$ cat src/rtl/cov_hit_collector.sv
// Coverage hit collector: per-point saturating hit counters, covered mask/total,
// and a frozen snapshot dump streamed over a valid/ready port.
//
// Ports:
//   clock, reset           - rising-edge clock, async active-low reset
//   cov_en, hit            - counting enable and per-point hit pulses
//   clear                  - zero counters, mask and lost_cnt; abort dump
//   dump_req, busy         - start a snapshot dump / dump in progress
//   out_valid, out_ready   - dump beat handshake
//   out_idx, out_count     - beat point index and its counter value
//   out_last               - beat for the final point
//   covered_mask/_total    - points with a nonzero counter, and their count
//   lost_cnt               - saturating count of enabled-hit cycles during a dump
module cov_hit_collector #(
    parameter int NUM_POINTS = 13,
    parameter int CNT_W      = 16,
    parameter int IDX_W      = $clog2(NUM_POINTS),
    parameter int TOT_W      = $clog2(NUM_POINTS + 1)
) (
    input  logic                  clock,
    input  logic                  reset,
    input  logic                  cov_en,
    input  logic [NUM_POINTS-1:0] hit,
    input  logic                  clear,
    input  logic                  dump_req,
    output logic                  busy,
    output logic                  out_valid,
    input  logic                  out_ready,
    output logic [IDX_W-1:0]      out_idx,
    output logic [CNT_W-1:0]      out_count,
    output logic                  out_last,
    output logic [NUM_POINTS-1:0] covered_mask,
    output logic [TOT_W-1:0]      covered_total,
    output logic [CNT_W-1:0]      lost_cnt
);

    localparam logic [0:0]       S_IDLE   = 1'b0;
    localparam logic [0:0]       S_DUMP   = 1'b1;
    localparam logic [CNT_W-1:0] CNT_MAX  = '1;
    localparam logic [IDX_W-1:0] LAST_IDX = IDX_W'(NUM_POINTS - 1);

    logic [0:0]       state;
    logic [CNT_W-1:0] cnt     [NUM_POINTS];
    logic [CNT_W-1:0] cnt_inc [NUM_POINTS];
    logic [IDX_W-1:0] nxt_idx;
    logic             any_hit;

    // Counter values after this cycle's hits; also feeds the first dump beat
    // so a hit coinciding with dump_req shows up in the snapshot.
    always_comb begin
        for (int i = 0; i < NUM_POINTS; i++) begin
            cnt_inc[i] = cnt[i];
            if (cov_en && hit[i] && cnt[i] != CNT_MAX)
                cnt_inc[i] = cnt[i] + CNT_W'(1);
        end
    end

    assign nxt_idx = out_idx + IDX_W'(1);
    assign any_hit = cov_en && (|hit);
    assign busy    = (state == S_DUMP);

    always_ff @(posedge clock or negedge reset) begin
        if (!reset) begin
            state     <= S_IDLE;
            out_valid <= 1'b0;
            out_last  <= 1'b0;
            out_idx   <= '0;
            out_count <= '0;
            lost_cnt  <= '0;
            for (int i = 0; i < NUM_POINTS; i++) cnt[i] <= '0;
        end else if (clear) begin
            state     <= S_IDLE;
            out_valid <= 1'b0;
            out_last  <= 1'b0;
            out_idx   <= '0;
            out_count <= '0;
            lost_cnt  <= '0;
            for (int i = 0; i < NUM_POINTS; i++) cnt[i] <= '0;
        end else begin
            unique case (state)
                S_IDLE: begin
                    for (int i = 0; i < NUM_POINTS; i++) cnt[i] <= cnt_inc[i];
                    if (dump_req) begin
                        state     <= S_DUMP;
                        out_valid <= 1'b1;
                        out_last  <= 1'b0;
                        out_idx   <= '0;
                        out_count <= cnt_inc[0];
                    end
                end
                S_DUMP: begin
                    if (any_hit && lost_cnt != CNT_MAX)
                        lost_cnt <= lost_cnt + CNT_W'(1);
                    if (out_valid && out_ready) begin
                        if (out_last) begin
                            state     <= S_IDLE;
                            out_valid <= 1'b0;
                            out_last  <= 1'b0;
                        end else begin
                            out_idx   <= nxt_idx;
                            out_count <= cnt[nxt_idx];
                            out_last  <= (nxt_idx == LAST_IDX);
                        end
                    end
                end
                default: state <= S_IDLE;
            endcase
        end
    end

    always_comb begin
        covered_total = '0;
        for (int i = 0; i < NUM_POINTS; i++) begin
            covered_mask[i] = |cnt[i];
            covered_total   = covered_total + TOT_W'(covered_mask[i]);
        end
    end

endmodule

$ cat config.mk
export PLATFORM = sky130hd
export DESIGN_NAME = cov_hit_collector
export DESIGN_NICKNAME = d
export VERILOG_FILES = /design/src/rtl/cov_hit_collector.sv
export SDC_FILE = /design/constraint.sdc
export NUM_CORES = 1
export LEC_CHECK = 0
export BUFFER_PORTS_ARGS = -buffer_cell sky130_fd_sc_hd__buf_2
export CORE_MARGIN = 2
export CORE_UTILIZATION = 60
export CTS_CLUSTER_DIAMETER = 120
export DETAILED_ROUTE_END_ITERATION = 10
export PLACE_DENSITY = 0.79
export SLEW_MARGIN = 20
export SYNTH_ARGS = -nofsm -noshare
export SYNTH_HDL_FRONTEND = slang
export SYNTH_SLANG_ARGS = --single-unit
$ cat constraint.sdc
create_clock -name clock -period 7.1 [get_ports clock]
set_clock_uncertainty 0.15 [all_clocks]
set_input_delay 0.355 -clock clock [delete_from_list [all_inputs] [get_ports clock]]
set_output_delay 0.355 -clock clock [all_outputs]
set_load 0.02 [all_outputs]
==> metrics.txt, run 1 <==
Cells after Synth 1,705; Critical Setup Path Class reg2out; CP delay by family, top adder cells; switch share 0.264; Final Max Tran Viols 0; WP buf/inv 4; Pwr Total 3400 uW; nets@finish 1,773; I/O pin total 75; worst path cell trace inv_1 -> ha_1 -> nor4b_1 -> nand4_1 -> fa_1 -> fa_1 -> fa_1 -> inv_1 -> fa_1 -> inv_1 -> fa_1 -> fa_1 -> xor2_1 -> buf_2; total gr overflow 0; largest net degree at the start of global routing 146; worst setup path start cnt[80]$_DFFE_PN0P_; ant diodes 0; final clock period utilization by the worst path 0.821; initial DRC count 1,791; Worst-path clk slew 0.06 ns; Fin Setup TNS 0 ns; Routability Congestion 0.996; Setup violations, final 0; # rows 59; post-synth cell types 80; total routed wirelength 44,600 um; worst slew pin tran 0.984 ns; Crit Path Max Fanout 6; Final Util 0.671; Clock Power Share 0.461; Rel. slew slack 0.338; status complete, no violations; Vias per Instance 6.77; share of layout cells above drive strength 1 0.128; Most Frequent Cell on Critical Path fa_1; first-pass GRT wire length 72,500 um; ANT nets after route 0; DPL Wire Length 31,400 um; IO buf count 74; synthesized cell area 16,100 um^2; CTS tree done; worst r2r src out_idx[1]$_DFFE_PN0P_; slowest stage delay, CP 0.59 ns; die width 168 um; number of flops mapped to enable cells by yosys 0; critical path's slowest cell fa_1; CP arrival 5.33 ns; Final Hold Violating Endpoints 0; Reg power frac 0.423; floorplan core area 26,200 um^2; max capacitance violation total 0; fmax 171 MHz; Tmin final 5.83 ns; routed via count 14.0k; Top FF cell, synth dfrtp_1; wire per inst 21.5 um; drt first pass iters 6; initial cell density of the core 0.613; root buffer cell clkbuf_16; CTS sink count 247; overall global routing resource usage 0.323; vias in the first global route 13.1k; hold_sp dump_req; syn nets 1,763; initial antenna violation count 0; combinational share of power 0.116; # DRC 0; die footprint 28,100 um^2; LEAKAGE 0.00687 uW; Pwr Density 194 nW/um^2; sw power 897 uW; worst slack, placed 1.95 ns; Inserted Clock Buffers 28; Mean Syn Cell Area 9.42 um^2; Die Ht 168 um; # H-tree levels 1; Post-synth ARST share 1.00; worst vdd ir 0.000196 V; Seq/Total Area, Yosys 0.385; deepest clock path buffer count 3; post-route worst setup slack 1.27 ns; RSZ-0062 raised after global routing false; Seq cells post-synth 247; area grow syn2layout 9.38%; hold crit path type in2reg; startpoint types flop; Req. time, crit path 6.59 ns; Yosys warnings 0; Worst-Skew Late Latency 0.55 ns; internal power 2510 uW; Resized cells post-CTS 0; crit path capture type primary output
## layout by cell type, fill, tap and decap left out, types with 6 or more instances in the layout
cell type	instances
dfrtp_1	246
nor2_1	220
xnor2_1	138
nand2_1	104
nand3_1	85
buf_2	72
nand4_1	70
inv_1	62
nor3_1	62
nor4_1	61
a21oi_1	57
mux4_2	47
o21ai_0	34
and4_1	33
xor2_1	33
ha_1	30
clkbuf_16	29
nor4b_1	26
and3_1	23
a211oi_1	19
a2111oi_0	19
or3_1	15
a221oi_1	14
or4_1	14
nor3b_1	13
mux2i_1	13
o31ai_1	12
nor2b_1	11
buf_4	11
a211o_1	10
nand3b_1	9
o211ai_1	9
mux2_2	8
fa_1	8
clkbuf_8	7
clkinv_2	7
a31oi_1	6
a311o_1	6
## power by group through the flow
stage                     clock network, uW  registers (uW)  logic, uW
after floorplan                           0            1470        237
after global placement                    0            1460        383
after detailed placement                  0            1470        390
after CTS                              1590            1440        394
after global routing                   1650            1440        434
final                                  1570            1440        394
## final cells by class
| class | count | area, um^2 |
|---|---|---|
| Clock inverter | 13 | 171 |
| Tap cell | 335 | 419 |
| Multi-Input combinational cell | 1288 | 9220 |
| Sequential cell | 247 | 6180 |
| Clock buffer | 39 | 833 |
| Fill cell | 2037 | 8630 |
| Inverter | 62 | 233 |
| Timing Repair Buffer | 88 | 509 |
## state kept, by name, indices dropped and copies added, names as in the netlist
name,cells
cnt,208
lost_cnt,16
out_count,16
out_idx,4
busy,1
out_last,1
out_valid,1
## synth_stat cells, drive strengths merged, types with 14 or more instances
cell type,instances,share of area
nor4b,27,0.015
nor3b,14,0.0072
a2111oi,21,0.013
ha,31,0.024
nand2,104,0.024
or4,15,0.0072
mux4,48,0.068
nand4,71,0.028
nor2,220,0.051
and3,23,0.0090
o21ai,35,0.011
a21oi,57,0.018
xnor2,139,0.076
nor4,65,0.027
a211oi,20,0.0093
buf,35,0.012
dfrtp,247,0.38
inv,62,0.014
xor2,35,0.020
nand3,85,0.026
nor3,65,0.021
a221oi,14,0.0076
or3,15,0.0058
clkbuf,73,0.017
and4,34,0.019
## tightest hold or removal path: stages
cell and delay, ns:
buf_2 0.08, nor2_1 0.03, a2bb2oi_1 0.12, nor2_1 0.08
## stage by stage
step / hold WS (ns) / area, um^2 / instances
2_1_floorplan: -0.0906 / 16100 / 1705
5_1_grt: 0.0572 / 17600 / 2072
6_report: 0.0152 / 17600 / 2072
3_3_place_gp: 0.311 / 16500 / 2018
3_5_place_dp: 0.314 / 16500 / 2018
4_1_cts: 0.00866 / 17600 / 2072
## cell families after synthesis
| logic type | after synthesis | share of synthesized area |
|---|---|---|
| compound gates | 224 | 0.0988 |
| xor+xnor | 174 | 0.0958 |
| fa+ha+maj | 39 | 0.0341 |
| buf+inv | 170 | 0.0436 |
| flops | 247 | 0.385 |
| mux | 69 | 0.0812 |
| simple gates | 782 | 0.262 |
## routing by layer
metal  part of all wire  track usage  vias up
li1                   -            -     6326
met1               0.42        0.474     6838
met2               0.43        0.473      730
met4              0.047        0.127        0
met5                  0            0        -
met3               0.10       0.0678      125
## path summary, 6_finish.rpt
| kind | to | depth (start not counted) | slack (ns) |
|---|---|---|---|
| setup / recovery | covered_total[2] | 14 | 1.27 |
| hold / removal | out_valid$_DFFE_PN0P_ | 4 | 0.02 |
| setup reg to reg | out_count[2]$_DFFE_PN0P_ | 6 | 3.89 |
| hold reg to reg | out_count[4]$_DFFE_PN0P_ | 2 | 0.35 |
| max in group asynchronous | out_idx[0]$_DFFE_PN0P_ | 3 | 5.24 |
| min in group asynchronous | cnt[66]$_DFFE_PN0P_ | 2 | 0.30 |
## repair_timing
item / 4_1_cts / 5_1_grt
hold buffers: 2 / 0
setup buffers: 0 / 0
endpoints found under the hold margin: 103 / 0
No activity file was read; power rests on OpenSTA's default activity.
==> inputs of run 2 (changes only) <==
==> constraint.sdc (replaced) <==
create_clock -name clock -period 5.5 [get_ports clock]
set_clock_uncertainty 0.15 [all_clocks]
set_input_delay 0.275 -clock clock [delete_from_list [all_inputs] [get_ports clock]]
set_output_delay 0.275 -clock clock [all_outputs]
set_load 0.02 [all_outputs]
==> run 2 against run 1 <==
  * Setup slack got worse by 1.2 ns
  * Register-to-register slack got worse by 1.8 ns
  * Routed wire length increased by 4.0%
  * Largest power group unchanged
  * Total power increased by 27%
  * Critical endpoint is now covered_total[1]
  * Clock power increased by 24%
  * Critical path depth decreased by 3
  * Non-clock buffer count increased by 17
  * Die area unchanged
  * Design area increased by 0.90%
  * First-iteration DRC count decreased by 6.2%
  * Global-route usage increased by 0.83 points
==> metrics.txt, run 2 (same netlist as run 1, synthesis figures left out) <==
status complete, no violations; overall global routing resource usage 0.332; deepest clock path buffer count 3; wire per inst 22.2 um; r2r endpoint out_count[2]$_DFFE_PN0P_; worst slack, placed 0.372 ns; R2R Setup Slk 2.06 ns; max capacitance violation total 0; LEAKAGE 0.00697 uW; post-route worst setup slack 0.101 ns; Rel. slew slack 0.311; worst slew pin tran 1.03 ns; Final Max Tran Viols 0; biggest regs cnt x208, lost_cnt x16, out_count x16; WHS 0.0165 ns; Crit Path Max Fanout 8; vias in the first global route 13.3k; Die Ht 168 um; commonest non-fill, non-tap cell in the layout dfrtp_1; Setup violations, final 0; floorplan core area 26,200 um^2; Vias per Instance 6.79; DPL Wire Length 32,600 um; # DRC 0; fmax 185 MHz; CTS sink count 247; CP arrival 4.97 ns; final std cells w/o fill 2,086; internal power 3200 uW; nets@finish 1,791; ant diodes 0; worst r2r src out_idx[1]$_DFFE_PN0P_; drt first pass iters 6; switch share 0.263; worst reg2reg path depth 6; sw power 1140 uW; worst path cell trace nor4_1 -> nand4_1 -> fa_1 -> fa_1 -> fa_1 -> inv_1 -> fa_1 -> inv_1 -> fa_2 -> fa_2 -> buf_2; crit path capture type primary output; share of layout cells above drive strength 1 0.138; critical path's slowest cell fa_1; register with the most flip-flops cnt; hold_sp hit[11]; Hold Path Cell Cnt 4; Tmin final 5.40 ns; Reg power frac 0.429; die width 168 um; ANT nets after route 0; initial DRC count 1,680; FILL cells 2,044; initial antenna violation count 0; CTS tree done; largest net degree at the start of global routing 140; Final Hold Violating Endpoints 0; Req. time, crit path 5.08 ns; Worst-path clk slew 0.06 ns; area grow syn2layout 10.4%; slowest stage delay, CP 0.61 ns; Hold Crit Endpoint cnt[23]$_DFFE_PN0P_; die footprint 28,100 um^2; hold crit path type in2reg; Inserted Clock Buffers 29; startpoint types flop; register area 6190 um^2; first-pass GRT wire length 73,900 um; root buffer cell clkbuf_16; max reg flops 208; I/O pin total 75; combinational share of power 0.123; total gr overflow 0; Critical Setup Path Class reg2out; Most Frequent Cell on Critical Path fa_1; # H-tree levels 1; # rows 59; initial cell density of the core 0.613; Worst-Skew Late Latency 0.56 ns; Fin Setup TNS 0 ns; Pwr Density 245 nW/um^2; Clock Power Share 0.447; routed via count 14.2k; most frequent cells in the layout dfrtp_1, nor2_1, xnor2_1; final clock period utilization by the worst path 0.982; worst vdd ir 0.000265 V; total routed wirelength 46,400 um; Final Util 0.677; multi-input logic area 9280 um^2; Routability Congestion 0.992; placed cell count 2,024; IO buf count 74
==> run 2: power by group through the flow <==
stage	Combinational, uW	Clock [uW]	Sequential (uW)
finish	535	1940	1860
global route	578	2040	1860
CTS	517	1960	1860
detailed placement	503	0	1900
global placement	494	0	1890
floorplan	306	0	1900
==> run 2: worst max path at each step <==
stage,start,to,depth (start not counted)
6_report,cnt[120]$_DFFE_PN0P_,covered_total[1],11
5_1_grt,cnt[176]$_DFFE_PN0P_,covered_total[1],15
4_1_cts,cnt[144]$_DFFE_PN0P_,covered_total[2],15
3_5_place_dp,cnt[192]$_DFFE_PN0N_,covered_total[2],15
3_3_place_gp,cnt[192]$_DFFE_PN0N_,covered_total[2],15
2_1_floorplan,cnt[112]$_DFFE_PN0P_,covered_total[2],13
==> run 2: final cells by class <==
cell class	instances	share of cell area
Multi-Input combinational cell	1288	0.523
Sequential cell	247	0.349
Clock buffer	42	0.0471
Timing Repair Buffer	105	0.0375
Tap cell	335	0.0236
Inverter	62	0.0131
Clock inverter	7	0.00642
==> run 2: per-layer routing <==
metal  GRT usage  vias to the layer above  share of wire
met1       0.472                     7006           0.41
met2       0.496                      689           0.44
met5           0                        -              0
li1            -                     6353              -
met3      0.0726                      126           0.10
met4       0.138                        0          0.048
==> run 2: repair_timing <==
item	CTS	global route
pin swaps	2	6
endpoints found under the hold margin	141	0
hold buffers	4	0
setup endpoints to repair	2	2
setup buffers	2	6
gates resized for setup	6	9
==> run 2: metrics by stage <==
stage,power [uW],area [um^2]
after floorplan,2200,16100
after global placement,2390,16600
after detailed placement,2400,16600
after CTS,4340,17600
after global routing,4480,17700
final,4340,17700
==> run 2: worst max-delay path: cells and delay by family (launching register included) <==
family / cells / cell delay (ns)
flip-flops: 1 / 0.45
adder cells (fa/ha/maj): 6 / 2.99
AND/OR/NAND/NOR: 2 / 0.69
buffers and inverters: 3 / 0.27
